### src/rtl/photon_time_tagger_if.sv
// Timestamp stream from one detector channel to its g2 consumer.
// The master side (the tagger) drives ts/ts_v; the consumer answers with ts_r.
interface photon_time_tagger_if #(
  parameter int TS_W = 32
);
  logic [TS_W-1:0] ts;
  logic            ts_v;
  logic            ts_r;

  modport master (output ts, output ts_v, input ts_r);
  modport slave  (input ts, input ts_v, output ts_r);
endinterface

### src/rtl/photon_time_tagger.sv
// Time tagger for one detector channel: the pulse is synchronised and edge-detected,
// then gated by a dead-time filter, and each accepted event is stored with the free-running count.
module photon_time_tagger #(
  parameter int TS_W     = 32,
  parameter int FIFO_AW  = 4,
  parameter int DEAD_CYC = 4,
  parameter int DROP_W   = 16
) (
  input  logic                  clk,
  input  logic                  RST,
  input  logic                  en,
  input  logic                  det_in,
  photon_time_tagger_if.master  out_if,
  output logic [FIFO_AW:0]      fifo_lvl,
  output logic [DROP_W-1:0]     drop_cnt
);

  localparam int DEPTH = 2 ** FIFO_AW;
  localparam int DW    = $clog2(DEAD_CYC + 1);
  localparam logic [DW-1:0]    DEAD_LOAD = DW'(DEAD_CYC - 1);
  localparam logic [FIFO_AW:0] FULL_LVL  = (FIFO_AW + 1)'(DEPTH);

  logic                s1_q, s2_q, s3_q;
  logic [TS_W-1:0]     cnt_q, cnt_d;
  logic [DW-1:0]       dead_q, dead_d;
  logic [FIFO_AW-1:0]  wr_ptr_q, wr_ptr_d;
  logic [FIFO_AW-1:0]  rd_ptr_q, rd_ptr_d;
  logic [FIFO_AW:0]    lvl_q, lvl_d;
  logic [DROP_W-1:0]   drop_q, drop_d;
  logic [TS_W-1:0]     mem [DEPTH];

  logic evt, full, push, drop, pop;

  assign evt  = s2_q & ~s3_q & en & (dead_q == '0);
  // Fullness is taken from the registered level, so a pop in the same cycle cannot free a slot.
  assign full = (lvl_q == FULL_LVL);
  assign push = evt & ~full;
  assign drop = evt & full;
  assign pop  = (lvl_q != '0) & out_if.ts_r;

  always_comb begin
    cnt_d    = en ? cnt_q + TS_W'(1) : cnt_q;
    dead_d   = dead_q;
    wr_ptr_d = wr_ptr_q;
    rd_ptr_d = rd_ptr_q;
    lvl_d    = lvl_q;
    drop_d   = drop_q;

    if (evt)
      dead_d = DEAD_LOAD;
    else if (dead_q != '0)
      dead_d = dead_q - DW'(1);

    if (push) wr_ptr_d = wr_ptr_q + FIFO_AW'(1);
    if (pop)  rd_ptr_d = rd_ptr_q + FIFO_AW'(1);

    case ({push, pop})
      2'b10:   lvl_d = lvl_q + (FIFO_AW + 1)'(1);
      2'b01:   lvl_d = lvl_q - (FIFO_AW + 1)'(1);
      default: lvl_d = lvl_q;
    endcase

    if (drop && (drop_q != '1))
      drop_d = drop_q + DROP_W'(1);
  end

  always_ff @(posedge clk) begin
    if (RST) begin
      s1_q     <= 1'b0;
      s2_q     <= 1'b0;
      s3_q     <= 1'b0;
      cnt_q    <= '0;
      dead_q   <= '0;
      wr_ptr_q <= '0;
      rd_ptr_q <= '0;
      lvl_q    <= '0;
      drop_q   <= '0;
    end else begin
      s1_q     <= det_in;
      s2_q     <= s1_q;
      s3_q     <= s2_q;
      cnt_q    <= cnt_d;
      dead_q   <= dead_d;
      wr_ptr_q <= wr_ptr_d;
      rd_ptr_q <= rd_ptr_d;
      lvl_q    <= lvl_d;
      drop_q   <= drop_d;
    end
  end

  // Storage carries no reset; stale words are unreachable once the pointers clear.
  always_ff @(posedge clk) begin
    if (push)
      mem[wr_ptr_q] <= cnt_q;
  end

  assign out_if.ts   = mem[rd_ptr_q];
  assign out_if.ts_v = (lvl_q != '0);
  assign fifo_lvl    = lvl_q;
  assign drop_cnt    = drop_q;

endmodule
### src/flat_wrapper.sv
// flat-port wrapper written by rule: the top's interface ports become plain ports
module photon_time_tagger_flat 
#(
  parameter int TS_W     = 32,
  parameter int FIFO_AW  = 4,
  parameter int DEAD_CYC = 4,
  parameter int DROP_W   = 16
)
  (clk, RST, en, det_in, fifo_lvl, drop_cnt, out_if_ts, out_if_ts_v, out_if_ts_r);
  photon_time_tagger_if #(.TS_W(TS_W)) out_if_i ();
  input  logic clk;
  input  logic RST;
  input  logic en;
  input  logic det_in;
  output logic [FIFO_AW:0] fifo_lvl;
  output logic [DROP_W-1:0] drop_cnt;
  output wire logic [$bits(out_if_i.ts)-1:0] out_if_ts;
  output wire logic [$bits(out_if_i.ts_v)-1:0] out_if_ts_v;
  input wire logic [$bits(out_if_i.ts_r)-1:0] out_if_ts_r;
  assign out_if_ts = out_if_i.ts;
  assign out_if_ts_v = out_if_i.ts_v;
  assign out_if_i.ts_r = out_if_ts_r;
  photon_time_tagger #(.TS_W(TS_W), .FIFO_AW(FIFO_AW), .DEAD_CYC(DEAD_CYC), .DROP_W(DROP_W)) u_core (.clk(clk), .RST(RST), .en(en), .det_in(det_in), .out_if(out_if_i), .fifo_lvl(fifo_lvl), .drop_cnt(drop_cnt));
endmodule
### config.mk
export PLATFORM = sky130hd
export DESIGN_NAME = photon_time_tagger_flat
export DESIGN_NICKNAME = d
export VERILOG_FILES = /design/src/rtl/photon_time_tagger_if.sv /design/src/rtl/photon_time_tagger.sv /design/src/flat_wrapper.sv
export SDC_FILE = /design/constraint.sdc
export NUM_CORES = 1
export LEC_CHECK = 0
export ABC_AREA = 1
export BUFFER_PORTS_ARGS = -buffer_cell sky130_fd_sc_hd__clkbuf_2
export CAP_MARGIN = 20
export CORE_ASPECT_RATIO = 1.4
export CORE_UTILIZATION = 56
export CTS_BUF_LIST = sky130_fd_sc_hd__clkbuf_16
export CTS_CLUSTER_DIAMETER = 150
export DETAILED_ROUTE_END_ITERATION = 8
export PLACE_DENSITY = 0.75
export SLEW_MARGIN = 15
export SYNTH_ARGS = -nofsm -noshare
export SYNTH_HDL_FRONTEND = slang
export SYNTH_SLANG_ARGS = --single-unit
### constraint.sdc
create_clock -name clk -period 5.4 [get_ports clk]
set_input_delay 1.62 -clock clk [delete_from_list [all_inputs] [get_ports clk]]
set_output_delay 1.62 -clock clk [all_outputs]
set_load 0.02 [all_outputs]
## Word-level counts from Yosys, hierarchy flattened

Memories as Yosys holds them, arrays and structs flattened. A register that Yosys moved wholly into a read port is not among the register bits.
Cells that the tools add are included.

| storage, ports and cells | value |
|---|---|
| register bits | 67 |
| bits in writable memories | 512 |
| output and inout bits | 54 |
| memories kept | 1 |

Memories:

| name | depth | width | read ports | clocked after memory_dff | write ports | line | text |
|---|---|---|---|---|---|---|---|
| u_core.mem | 16 | 32 | 1 | 1 | 1 | photon_time_tagger.sv:30 | `logic [TS_W-1:0] mem [DEPTH];` |

| cells by class | value |
|---|---|
| add/subtract/negate cells | 7 |
| eq/ne operators | 4 |
| muxes and demuxes | 7 |
| bitwise operators | 8 |
| reductions and logical operators | 7 |

Operator list:

| operator | number |
|---|---|
| $add 32x1->32 const B | 1 |
| $add 16x1->16 const B | 1 |
| $ne 16x16->1 const B | 1 |
| $pmux 5 s2 | 1 |
| $add 4x1->4 const B | 2 |
| $mux 4 | 2 |
| $and 1x1->1 | 6 |
| $add 5x1->5 const B | 1 |
| $eq 5x5->1 const B | 1 |
| $reduce_bool 5->1 | 1 |
| $sub 5x1->5 const B | 1 |
| $mux 2 | 2 |
| $reduce_bool 2->1 | 2 |
| $logic_not 3->1 | 1 |
| $reduce_bool 3->1 | 1 |
| $sub 3x1->3 const B | 1 |
| $eq 2x1->1 const B | 1 |
| $eq 2x2->1 const B | 1 |
| $mux 1 | 2 |
| $not 1->1 | 2 |
| $reduce_or 2->1 | 1 |
| $logic_and 1x1->1 | 1 |

## Depth between registers and ports, before layout

| logic depth | value |
|---|---|
| depth after elaboration | 7 |
| mapped depth | 16 |

## Worst setup path after synthesis

OpenSTA, ideal clock, no wires.

| timing | value |
|---|---|
| kind | in2reg |
| start | in en |
| end | mem u_core.mem[11][0] (enable) |
| setup time | 0.421 ns |
| arrival time | 3.497 ns |
| required time | 4.979 ns |
| path slack | 1.482 ns |
| cell stages on the path | 6 |
| buffers on the path | 0 |
| cells stage by stage | nand3_1 -> nor2_2 -> nand2_2 -> nor2_1 -> nand2_1 -> nor2_1 |

| between the ends | value |
|---|---|
| cells in the longest elaborated chain, start to end | 5 |

Ends and longest elaborated chain:

| item | line | text |
|---|---|---|
| from (decl) | flat_wrapper.sv:13 | `input logic en;` |
| $and 1x1->1 (2 in series) | photon_time_tagger.sv:34 | `assign evt = s2_q & ~s3_q & en & (dead_q == '0);` |
| $and 1x1->1 | photon_time_tagger.sv:37 | `assign push = evt & ~full;` |
| $mux 1 | photon_time_tagger.sv:93 | `if (push)` |
| $mux 1 (implied by the code) | photon_time_tagger.sv:94 | `mem[wr_ptr_q] <= cnt_q;` |
| to (decl) | photon_time_tagger.sv:30 |  |

No other way between the ends.

==> summary.md <==
| Metric | Value |
|---|---|
| Diodes inserted | `0` |
| Arrival time at the worst endpoint | `between 2 and 3 ns` |
| Fraction of final layout cells with drive strength greater than 1 | `10.7%` |
| Cell type of the slowest stage on the worst timing path | `buf_4` |
| Layer with the highest usage after global routing | `met2` |
| Worst setup SP type | `register` |
| Number of remaining DRC errors | `0` |
| Critical Path End Type | `primary output` |
| Global-route wire length before repair | `a little over 80000 um` |
| Post-Synthesis Cells | `around 1900` |
| Actual slew at the worst max-slew pin | `1.12 ns` |
| CTS tree | `yes` |
| HPWL reported at the end of detailed placement | `roughly 31000 um` |
| Clock Latency Late Sink | `0.59 ns` |
| Root buffer cell | `clkbuf_16` |
| CTS sink count | `583` |
| Top-level I/O count | `59` |
| Placer's final routability congestion estimate | `0.818` |
| Required time at the endpoint of the critical path | `3.78 ns` |
| Number of cells upsized or downsized after cts | `0` |
| Worst rel slew slack | `25.4%` |
| Global-route usage over all layers | `24.6%` |
| Number of nets in the finished design | `1923` |
| Number of buffers added by the clock tree synthesis step | `51` |
| Count of unique library cells instantiated by Yosys | `40` |
| Highest clock frequency the design can meet | `240 MHz` |
| Worst stage delay on the critical path | `just under 0.8 ns` |
| Cell family contributing the most delay on the critical path | `buffers and inverters` |
| Final worst path period need | `4.17 ns` |
| Global-route track usage on met3 | `2.80%` |
| Proportion of synthesized chip area in sequential cells | `between 60% and 70%` |
| Via count | `around 15000` |
| Area taken by flip-flops and latches | `16800 um2` |
| Most common cell after layout, fill and taps aside | `edfxtp_1` |
| Post-DRT Antenna Nets | `0` |
| Average cell area after synthesis | `roughly 13 um2` |
| Final slew viol count | `0` |
| First DRT Iteration DRCs | `1398` |
| Power density cells | `413 nW/um2` |
| Clock transition at the registers of the reported paths | `~0.06 ns` |
| Met2 Track Usage GR | `between 40% and 50%` |
| Sum of routed wire length over all layers | `53000 um` |
| Row cnt | `89` |
| WL per Instance | `roughly 21 um` |
| Post-DR vias/cell | `5.95` |
| Drt pass-1 iters | `6` |
| Area of the die | `roughly 44000 um2` |
| Final-layout setup total negative slack | `0 ns` |
| Type of the setup path with the least slack | `reg2out` |
| Number of nets in the synthesized netlist | `1882` |
| Classification of the worst-slack hold path | `reg2reg` |
| Post-CTS setup buffer count | `0` |
| Horizontal die dimension | `between 150 and 200 um` |
| Synthesis-stage register bit count | `between 500 and 600` |
| I/O Buffers | `between 50 and 60` |
| Highest ir drop seen on vdd | `0.338 mV` |
| Maximum number of pins on one net before global-route repair | `129` |
| Cell Area, Synth | `around 24000 um2` |
| Total congestion overflow | `0` |
| Highest fanout seen on the critical path | `just over 80` |
| Global routing usage on met1 | `32.2%` |
| Max Cap Violations | `0` |
| Via count of the first global-routing pass | `14600` |
| Total Power | `11000 uW` |
| Setup repair after global routing missed its margin | `no` |
| Number of hold buffers added after cts | `0` |
| Synth warn | `0` |
| CTS H-tree lvls | `2` |
| Commonest cells after routing, fill and taps aside | `512 x edfxtp_1, 205 x inv_1, 165 x o21ai_0, 164 x a21oi_1, 129 x o211ai_1` |
| Static Leak | `0.00916 uW` |
| Cell-by-cell trace of the critical path | `buf_4 > o211ai_1 > nand3_1 > nand2_1 > clkbuf_2` |
| Area of the placeable core | `42200 um2` |
| P&R area growth vs syn | `11.0%` |
| Final count of hold timing violations | `0` |
| Total setup violations reported at the end of the flow | `0` |
| Status | `finished, final reports clean` |
| Post-route fraction of the period consumed by the critical path | `between 70% and 80%` |
| Effective utilization at floorplan | `56.9%` |
| Overall die height | `247 um` |
| Maximum buffer depth of the clock tree | `3` |
| Area of combinational cells with multiple inputs | `~6000 um2` |
| Final clock skew | `about 0.019 ns` |
| CP Buf/Inv Count | `2` |
| Number of antenna violations at the first check in global routing | `0` |
| Filler Cells Inserted | `3008` |
## kinds of logic after synthesis
group,count (synthesis),share of synthesized area [%]
mux,128,5.34
buf+inv,303,5.35
simple gates,342,6.51
flops,583,70.0
compound gates,473,11.3
xor+xnor,24,0.875
fa+ha+maj,12,0.625
## path summary, 6_finish.rpt
path | slack [ns] | startpoint | to | cells after the start
hold reg to reg | 0.41 | u_core.s1_q | u_core.s2_q | 2
setup reg to reg | 2.59 | u_core.dead_q[0] | u_core.mem[1][22] | 9
hold / removal | 0.41 | u_core.s1_q | u_core.s2_q | 2
setup / recovery | 1.23 | register | out_if_ts[17] | 5
## layer usage
metal  share of wire [%]  up-vias
met2                  51      586
met4                 2.3        0
met1                  39     7286
met5                   0        -
met3                 7.0       92
li1                    -     6873
## worst min-delay path, cell delays in order, from the launching register on
cell,delay (ns)
dfxtp_1,0.30
inv_1,0.04
nor2_1,0.03
## cell type report
cell class	instances	area share [%]
flip-flops and latches	583	63.1
multi-input cells	979	22.7
clock buffers	52	4.88
inverters	206	2.91
well taps	546	2.56
repair buffers	85	2.39
clock inverters	44	1.50
## stage by stage
step | utilization (%) | instance area, um2 | worst slack [ns] | cells | hold WS [ns]
2_1_floorplan | - | 24000 | 1.48 | 1865 | 0.388
3_3_place_gp | 58.9 | 24800 | 1.43 | 2394 | 0.398
3_5_place_dp | 58.9 | 24900 | 1.42 | 2395 | 0.402
4_1_cts | 63.0 | 26600 | 1.20 | 2491 | 0.414
5_1_grt | 63.2 | 26700 | 1.06 | 2495 | 0.449
6_report | 63.2 | 26700 | 1.23 | 2495 | 0.411
## where the power goes
part           leakage [uW]  internal, uW  switching [uW]  total [uW]
Clock              0.000863          2090            1570        3660
Combinational       0.00313           823            1550        2380
Sequential          0.00517          4890            71.5        4960
## synthesized netlist by cell type, drive strengths merged
library cell	n	area share, %
edfxtp	512	64
inv	205	3.2
o21ai	168	3.5
a21oi	166	3.5
nand2	132	2.1
o211ai	129	4.0
mux2i	128	5.3
nor2	92	1.7
nand3	75	1.6
dfxtp	71	5.9
clkbuf	57	0.89
buf	40	1.2
nor3	21	0.55
xor2	16	0.58
nand4	15	0.42
ha	12	0.63
xnor2	8	0.29
nor4	4	0.10
a211oi	3	0.094
o21a	3	0.094
a31oi	2	0.052
and3	2	0.052
a221o	1	0.042
a31o	1	0.036
clkinv	1	0.016
nor3b	1	0.031
## sequential cells by signal (all words and copies together) (netlist names), named ones only
signal	cells
u_core.mem	512
u_core.wr_ptr_q	4
u_core.dead_q	3
u_core.cnt_q	32
u_core.rd_ptr_q	4
u_core.s1_q	1
u_core.s3_q	1
u_core.drop_cnt	16
u_core.s2_q	1
u_core.fifo_lvl	5
Power figures use the tool's default switching activity.
